## src/rtl/alu_muldiv.sv

```systemverilog
// ALU with single-cycle integer ops plus iterative shift-add multiply and
// restoring divide; one operation in flight, results held until the next pulse.
module alu_muldiv #(
  parameter int WIDTH = 32,
  parameter int SHW   = $clog2(WIDTH)
) (
  input  logic             clk,
  input  logic             reset,
  input  logic             in_valid,
  output logic             in_ready,
  input  logic [WIDTH-1:0] SrcA,
  input  logic [WIDTH-1:0] SrcB,
  input  logic [4:0]       ALUControl,
  output logic [WIDTH-1:0] ALUResult,
  output logic             Zero,
  output logic             out_valid,
  output logic             busy
);

  localparam logic [4:0] OP_ADD    = 5'b00000;
  localparam logic [4:0] OP_SUB    = 5'b00001;
  localparam logic [4:0] OP_AND    = 5'b00010;
  localparam logic [4:0] OP_OR     = 5'b00011;
  localparam logic [4:0] OP_SLT    = 5'b00101;
  localparam logic [4:0] OP_XOR    = 5'b00111;
  localparam logic [4:0] OP_SRA    = 5'b01000;
  localparam logic [4:0] OP_SRL    = 5'b01001;
  localparam logic [4:0] OP_SLL    = 5'b01010;
  localparam logic [4:0] OP_SLTU   = 5'b01011;
  localparam logic [4:0] OP_MUL    = 5'b10000;
  localparam logic [4:0] OP_MULH   = 5'b10001;
  localparam logic [4:0] OP_MULHSU = 5'b10010;
  localparam logic [4:0] OP_MULHU  = 5'b10011;
  localparam logic [4:0] OP_DIV    = 5'b10100;
  localparam logic [4:0] OP_DIVU   = 5'b10101;
  localparam logic [4:0] OP_REM    = 5'b10110;
  localparam logic [4:0] OP_REMU   = 5'b10111;

  localparam logic [SHW-1:0] LAST_ITER = SHW'(WIDTH - 1);

  typedef enum logic [1:0] {IDLE, MUL, DIV, DONE} state_t;

  state_t           state_q, state_d;
  logic [WIDTH-1:0] hi_q, hi_d, lo_q, lo_d, d_q, d_d, a_q, a_d;
  logic [4:0]       op_q, op_d;
  logic             a_neg_q, a_neg_d, b_neg_q, b_neg_d, b_zero_q, b_zero_d;
  logic [SHW-1:0]   cnt_q, cnt_d;
  logic [WIDTH-1:0] result_q, result_d;
  logic             zero_q, zero_d, out_valid_q, out_valid_d;

  logic [WIDTH-1:0]   alu_res;
  logic [SHW-1:0]     shamt;
  logic               is_multi, is_mul, a_signed, b_signed, a_neg_in, b_neg_in;
  logic [WIDTH-1:0]   a_mag, b_mag;
  logic [WIDTH:0]     mul_sum, div_shift, div_diff;
  logic               div_ge;
  logic [2*WIDTH-1:0] prod, prod_s;
  logic [WIDTH-1:0]   quo_s, rem_s, done_res;

  always_comb begin
    shamt   = SrcB[SHW-1:0];
    alu_res = '0;
    case (ALUControl)
      OP_ADD:  alu_res = SrcA + SrcB;
      OP_SUB:  alu_res = SrcA - SrcB;
      OP_AND:  alu_res = SrcA & SrcB;
      OP_OR:   alu_res = SrcA | SrcB;
      OP_SLT:  alu_res = {{(WIDTH-1){1'b0}}, ($signed(SrcA) < $signed(SrcB))};
      OP_XOR:  alu_res = SrcA ^ SrcB;
      OP_SRA:  alu_res = $signed(SrcA) >>> shamt;
      OP_SRL:  alu_res = SrcA >> shamt;
      OP_SLL:  alu_res = SrcA << shamt;
      OP_SLTU: alu_res = {{(WIDTH-1){1'b0}}, (SrcA < SrcB)};
      default: alu_res = '0;
    endcase
  end

  // Operand magnitudes and sign flags captured at acceptance of a mul/div
  always_comb begin
    is_multi = ALUControl[4] & ~ALUControl[3];
    is_mul   = is_multi & ~ALUControl[2];
    a_signed = (ALUControl == OP_MULH) || (ALUControl == OP_MULHSU) ||
               (ALUControl == OP_DIV)  || (ALUControl == OP_REM);
    b_signed = (ALUControl == OP_MULH) || (ALUControl == OP_DIV) ||
               (ALUControl == OP_REM);
    a_neg_in = a_signed & SrcA[WIDTH-1];
    b_neg_in = b_signed & SrcB[WIDTH-1];
    a_mag    = a_neg_in ? (~SrcA + 1'b1) : SrcA;
    b_mag    = b_neg_in ? (~SrcB + 1'b1) : SrcB;
  end

  // hi/lo form the product {hi,lo} when multiplying, {remainder,dividend/quotient} when dividing
  always_comb begin
    mul_sum   = {1'b0, hi_q} + {1'b0, (lo_q[0] ? d_q : {WIDTH{1'b0}})};
    div_shift = {hi_q, lo_q[WIDTH-1]};
    div_diff  = div_shift - {1'b0, d_q};
    div_ge    = ~div_diff[WIDTH];
  end

  always_comb begin
    prod   = {hi_q, lo_q};
    prod_s = (a_neg_q ^ b_neg_q) ? (~prod + 1'b1) : prod;
    quo_s  = (a_neg_q ^ b_neg_q) ? (~lo_q + 1'b1) : lo_q;
    rem_s  = a_neg_q ? (~hi_q + 1'b1) : hi_q;
    case (op_q)
      OP_MUL:                        done_res = prod_s[WIDTH-1:0];
      OP_MULH, OP_MULHSU, OP_MULHU:  done_res = prod_s[2*WIDTH-1:WIDTH];
      OP_DIV, OP_DIVU:               done_res = b_zero_q ? {WIDTH{1'b1}} : quo_s;
      OP_REM, OP_REMU:               done_res = b_zero_q ? a_q : rem_s;
      default:                       done_res = '0;
    endcase
  end

  always_comb begin
    state_d     = state_q;
    hi_d        = hi_q;
    lo_d        = lo_q;
    d_d         = d_q;
    a_d         = a_q;
    op_d        = op_q;
    a_neg_d     = a_neg_q;
    b_neg_d     = b_neg_q;
    b_zero_d    = b_zero_q;
    cnt_d       = cnt_q;
    result_d    = result_q;
    zero_d      = zero_q;
    out_valid_d = 1'b0;
    case (state_q)
      IDLE: begin
        if (in_valid) begin
          op_d = ALUControl;
          if (is_multi) begin
            a_d      = SrcA;
            a_neg_d  = a_neg_in;
            b_neg_d  = b_neg_in;
            b_zero_d = (SrcB == '0);
            hi_d     = '0;
            lo_d     = is_mul ? b_mag : a_mag;
            d_d      = is_mul ? a_mag : b_mag;
            cnt_d    = '0;
            state_d  = is_mul ? MUL : DIV;
          end else begin
            result_d    = alu_res;
            zero_d      = (alu_res == '0);
            out_valid_d = 1'b1;
          end
        end
      end
      MUL: begin
        hi_d  = mul_sum[WIDTH:1];
        lo_d  = {mul_sum[0], lo_q[WIDTH-1:1]};
        cnt_d = cnt_q + 1'b1;
        if (cnt_q == LAST_ITER) state_d = DONE;
      end
      DIV: begin
        hi_d  = div_ge ? div_diff[WIDTH-1:0] : div_shift[WIDTH-1:0];
        lo_d  = {lo_q[WIDTH-2:0], div_ge};
        cnt_d = cnt_q + 1'b1;
        if (cnt_q == LAST_ITER) state_d = DONE;
      end
      DONE: begin
        result_d    = done_res;
        zero_d      = (done_res == '0);
        out_valid_d = 1'b1;
        state_d     = IDLE;
      end
      default: state_d = IDLE;
    endcase
  end

  always_ff @(posedge clk) begin
    if (reset) begin
      state_q     <= IDLE;
      hi_q        <= '0;
      lo_q        <= '0;
      d_q         <= '0;
      a_q         <= '0;
      op_q        <= '0;
      a_neg_q     <= 1'b0;
      b_neg_q     <= 1'b0;
      b_zero_q    <= 1'b0;
      cnt_q       <= '0;
      result_q    <= '0;
      zero_q      <= 1'b1;
      out_valid_q <= 1'b0;
    end else begin
      state_q     <= state_d;
      hi_q        <= hi_d;
      lo_q        <= lo_d;
      d_q         <= d_d;
      a_q         <= a_d;
      op_q        <= op_d;
      a_neg_q     <= a_neg_d;
      b_neg_q     <= b_neg_d;
      b_zero_q    <= b_zero_d;
      cnt_q       <= cnt_d;
      result_q    <= result_d;
      zero_q      <= zero_d;
      out_valid_q <= out_valid_d;
    end
  end

  assign busy      = (state_q != IDLE);
  assign in_ready  = ~busy;
  assign ALUResult = result_q;
  assign Zero      = zero_q;
  assign out_valid = out_valid_q;

endmodule

```

## config.mk

```make
export PLATFORM = sky130hd
export DESIGN_NAME = alu_muldiv
export DESIGN_NICKNAME = d
export VERILOG_FILES = /design/src/rtl/alu_muldiv.sv
export SDC_FILE = /design/constraint.sdc
export NUM_CORES = 1
export LEC_CHECK = 0
export CAP_MARGIN = 15
export CORE_ASPECT_RATIO = 1.1
export CORE_MARGIN = 3
export CORE_UTILIZATION = 40
export DETAILED_ROUTE_END_ITERATION = 10
export MAX_ROUTING_LAYER = met4
export PLACE_DENSITY_LB_ADDON = 0.15
export SLEW_MARGIN = 5
export SYNTH_ARGS = -nofsm -noshare
export SYNTH_HDL_FRONTEND = slang
export SYNTH_SLANG_ARGS = --single-unit
```

## constraint.sdc

```tcl
create_clock -name clk -period 5.7 [get_ports clk]
set_input_delay 1.14 -clock clk [delete_from_list [all_inputs] [get_ports clk]]
set_output_delay 1.14 -clock clk [all_outputs]
set_load 0.05 [all_outputs]
```

==> flow_summary_export.csv, run 1 <==
group,metric,value,unit
synth,synth_most_common_cell,"nand2_1",
outcome,status,"finished clean",
worst_setup_path,reg2reg_depth,12,
synth,netlist_area,0.0250,mm2
worst_setup_path,critPathArrivalTime,5.91,ns
die,die_w,244,um
timing,rsz0062_at_grt,"no",
worst_setup_path,regToRegSetupSlack,0.54,ns
synth,synth_warnings,0,
drt,vias,29100,
cells_and_area,drive_gt1_frac,0.118,
clock_tree,ctsHoldBuffers,0,
timing,setup_viol,0,
timing,slew_headroom,0.214,
timing,slew_violations,0,
worst_setup_path,path_class,"primary input to flip-flop",
global_route,grt.overflow.total,0,
die,pin_count,108,
synth,synthFlopType,"dfxtp_1",
min_path,whs_endpoint,"d_q[24]",
timing,period_needed,5.50,ns
timing,fmax,182,MHz
synth,synthTopCellsByArea,"dfxtp_1 14%, ha_1 8.7%, a21oi_1 7.8%",
global_route,grt_pass1_wl,183000,um
die,core_area,0.0615,mm2
synth,syn_avg_cell_area,6.91,um2
synth,yosys.area.top_type,"dfxtp_1",
drt,antenna_left,0,
synth,synth_common_cells,"440 x nand2_1, 388 x a21oi_1, 383 x nor2_1",
worst_setup_path,cp_slowest_cell,"nor4_1",
drt,routedWlPerCell,27.4,um
worst_setup_path,required,6.12,ns
timing,hold_viol_final,0,
worst_setup_path,critPathLaunchType,"primary input",
worst_setup_path,cp-end-kind,"flip-flop",
min_path,min_path_type,"flip-flop to flip-flop",
timing,post-route-period-util,0.964,
clock_tree,clk_latency,0.47,ns
drt,viasPerCell,6.43,
global_route,grt_pass1_vias,27700,
worst_setup_path,critical-path-top-delay-family,"simple AND/OR/NAND/NOR gates",
synth,synth-seq-cells,177,
drt,routed_wl,124000,um
global_route,grt_start_max_net_pins,118,
drt,drtPass1Iterations,6,
pwr,power.density,259,mW/mm2
placement,placed_cells,4497,
synth,synth-async-reset-ratio,0,
die,dieArea,0.0655,mm2
clock_tree,cts_setup_buffers,0,
clock_tree,cts_htree_levels,4,
clock_tree,cts-root-buf,"clkbuf_16",
global_route,grt_usage,0.378,
synth,synth_cell_types,97,
worst_setup_path,path_max_fanout,4,
min_path,hold_path_depth,2,
placement,portBuffers,107,
synth,synth_top_area_frac,0.142,
cells_and_area,nNetsFinal,3942,
synth,synth_fp_nets,3861,
drt,drc_errors,0,
clock_tree,cts_tree,"done",
worst_setup_path,r2r-start,"lo_q[8]",
timing,max_slew.worst_pin.slew,1.17,ns
min_path,hold_start,"d_q[24]",
clock_tree,cts_buffers,17,
worst_setup_path,path_cells,"clkdlybuf4s50_1 -> inv_1 -> ha_1 -> inv_1 -> fa_1 -> nor2b_1 -> o21ai_1 -> a32oi_1 -> a221oi_1 -> a21oi_1 -> a2111oi_1 -> nand4_1 -> nor4_1 -> buf_4 -> nand4_1 -> or4_1 -> nor4_2 -> a31o_1",
worst_setup_path,critPathMaxStageDelay,0.60,ns
clock_tree,clockBufferDepth,2,
cells_and_area,final_cells,4530,
synth,syn_inst,3611,
synth,ys_seq_area_frac,0.142,
pwr,p_leak,11.1,nW
placement,place.gp.congestion,1.07,
timing,clock_skew,0.0239,ns
die,die_height,268,um
die,start_util,0.406,
clock_tree,clk_pin_slew,0.09,ns
drt,drt_iter0_markers,3205,
worst_setup_path,r2r_end,"Zero",
job,drv_cap,0,
clock_tree,post_cts_resized,0,
placement,dpl.hpwl,99100,um
die,rows,95,
global_route,antenna_found_initial,0,
clock_tree,cts_sinks,177,
worst_setup_path,critical_path_buf_inv_count,4,
pwr,ir_drop,0.000436,V
synth,synth_edf_count,0,
cells_and_area,fin_util,0.466,
cells_and_area,syn_to_final_growth,14.6,%
## worst min-delay path, cell delays in order, from the launching register on
cell and delay (ns):
dfxtp_1 0.31, nand2_1 0.05, a21oi_1 0.05
## placed cells by master (no fill, tap or decap), types with 49 or more instances in the layout
cell type / synthesis / layout
nand2_1: 440 / 440
a21oi_1: 388 / 387
nor2_1: 383 / 379
buf_4: 0 / 251
o21ai_0: 201 / 200
dfxtp_1: 177 / 177
ha_1: 174 / 170
inv_1: 154 / 154
xnor2_1: 130 / 128
clkdlybuf4s50_1: 0 / 102
nand3_1: 90 / 90
nor3_1: 91 / 89
o211ai_1: 78 / 78
a22oi_1: 74 / 74
a211oi_1: 72 / 72
mux2i_1: 63 / 63
mux4_2: 57 / 57
a21o_1: 49 / 49
xor2_1: 50 / 49
## through the flow
step	setup WS [ns]	TNS [ns]	hold slack, ns	instance area [um2]	total power, mW
after floorplan	0.0466	0	0.431	25000	4.41
after global placement	-0.130	-0.130	0.440	28000	6.12
after detailed placement	-0.198	-0.254	0.445	28000	6.09
after CTS	0.284	0	0.455	28600	7.32
after global routing	0.00999	0	0.474	28600	7.77
final	0.204	0	0.453	28600	7.41
## flip-flops by register name, indices dropped and copies added (netlist names), 2 cells and up
| register | flops |
|---|---|
| hi_q | 32 |
| lo_q | 32 |
| a_q | 32 |
| op_q | 5 |
| ALUResult | 32 |
| state_q | 2 |
| cnt_q | 5 |
| d_q | 32 |
## per-layer routing
metal | vias to the layer above | track usage | part of all wire
li1 | 13400 | - | -
met1 | 14100 | 0.468 | 0.41
met5 | - | - | 0
met4 | 0 | 0.210 | 0.064
met3 | 299 | 0.0335 | 0.066
met2 | 1375 | 0.610 | 0.46
## cell type report
class,count,area [um2]
clock inverter,15,181
inverter,158,593
timing repair buffer,366,3120
clock buffer,17,425
antenna,1,2.50
fill,6493,32800
tap,824,1030
multi-input combinational,2972,19700
sequential,177,3540
## worst max-delay path by stage
stage / cells past startpoint / from / to
2_1_floorplan: 19 / SrcB[2] / Zero
3_3_place_gp: 18 / SrcA[6] / Zero
3_5_place_dp: 18 / SrcA[0] / Zero
4_1_cts: 18 / SrcA[0] / Zero
5_1_grt: 18 / SrcA[0] / Zero
6_report: 18 / SrcA[0] / Zero
## power breakdown
part	switching [mW]	internal [mW]
sequential	0.209	1.39
combinational	3.06	1.53
clock	0.629	0.596
## cell families after synthesis
logic type,after synthesis,share of synthesized area
xor+xnor,180,0.0631
fa+ha+maj,178,0.0904
simple gates,1266,0.230
flops,177,0.142
buf+inv,462,0.0723
mux,144,0.0875
compound gates,1204,0.315
Power figures use the tool's default switching activity.
==> run 2, diff against run 1 <==
--- a/config.mk
+++ b/config.mk
@@ -16,3 +16,4 @@
 export SYNTH_ARGS = -nofsm -noshare
 export SYNTH_HDL_FRONTEND = slang
 export SYNTH_SLANG_ARGS = --single-unit
+export TNS_END_PERCENT = 5
==> results of run 2 <==
Same layout as run 1: the final DEF is identical, and so are final timing and power.
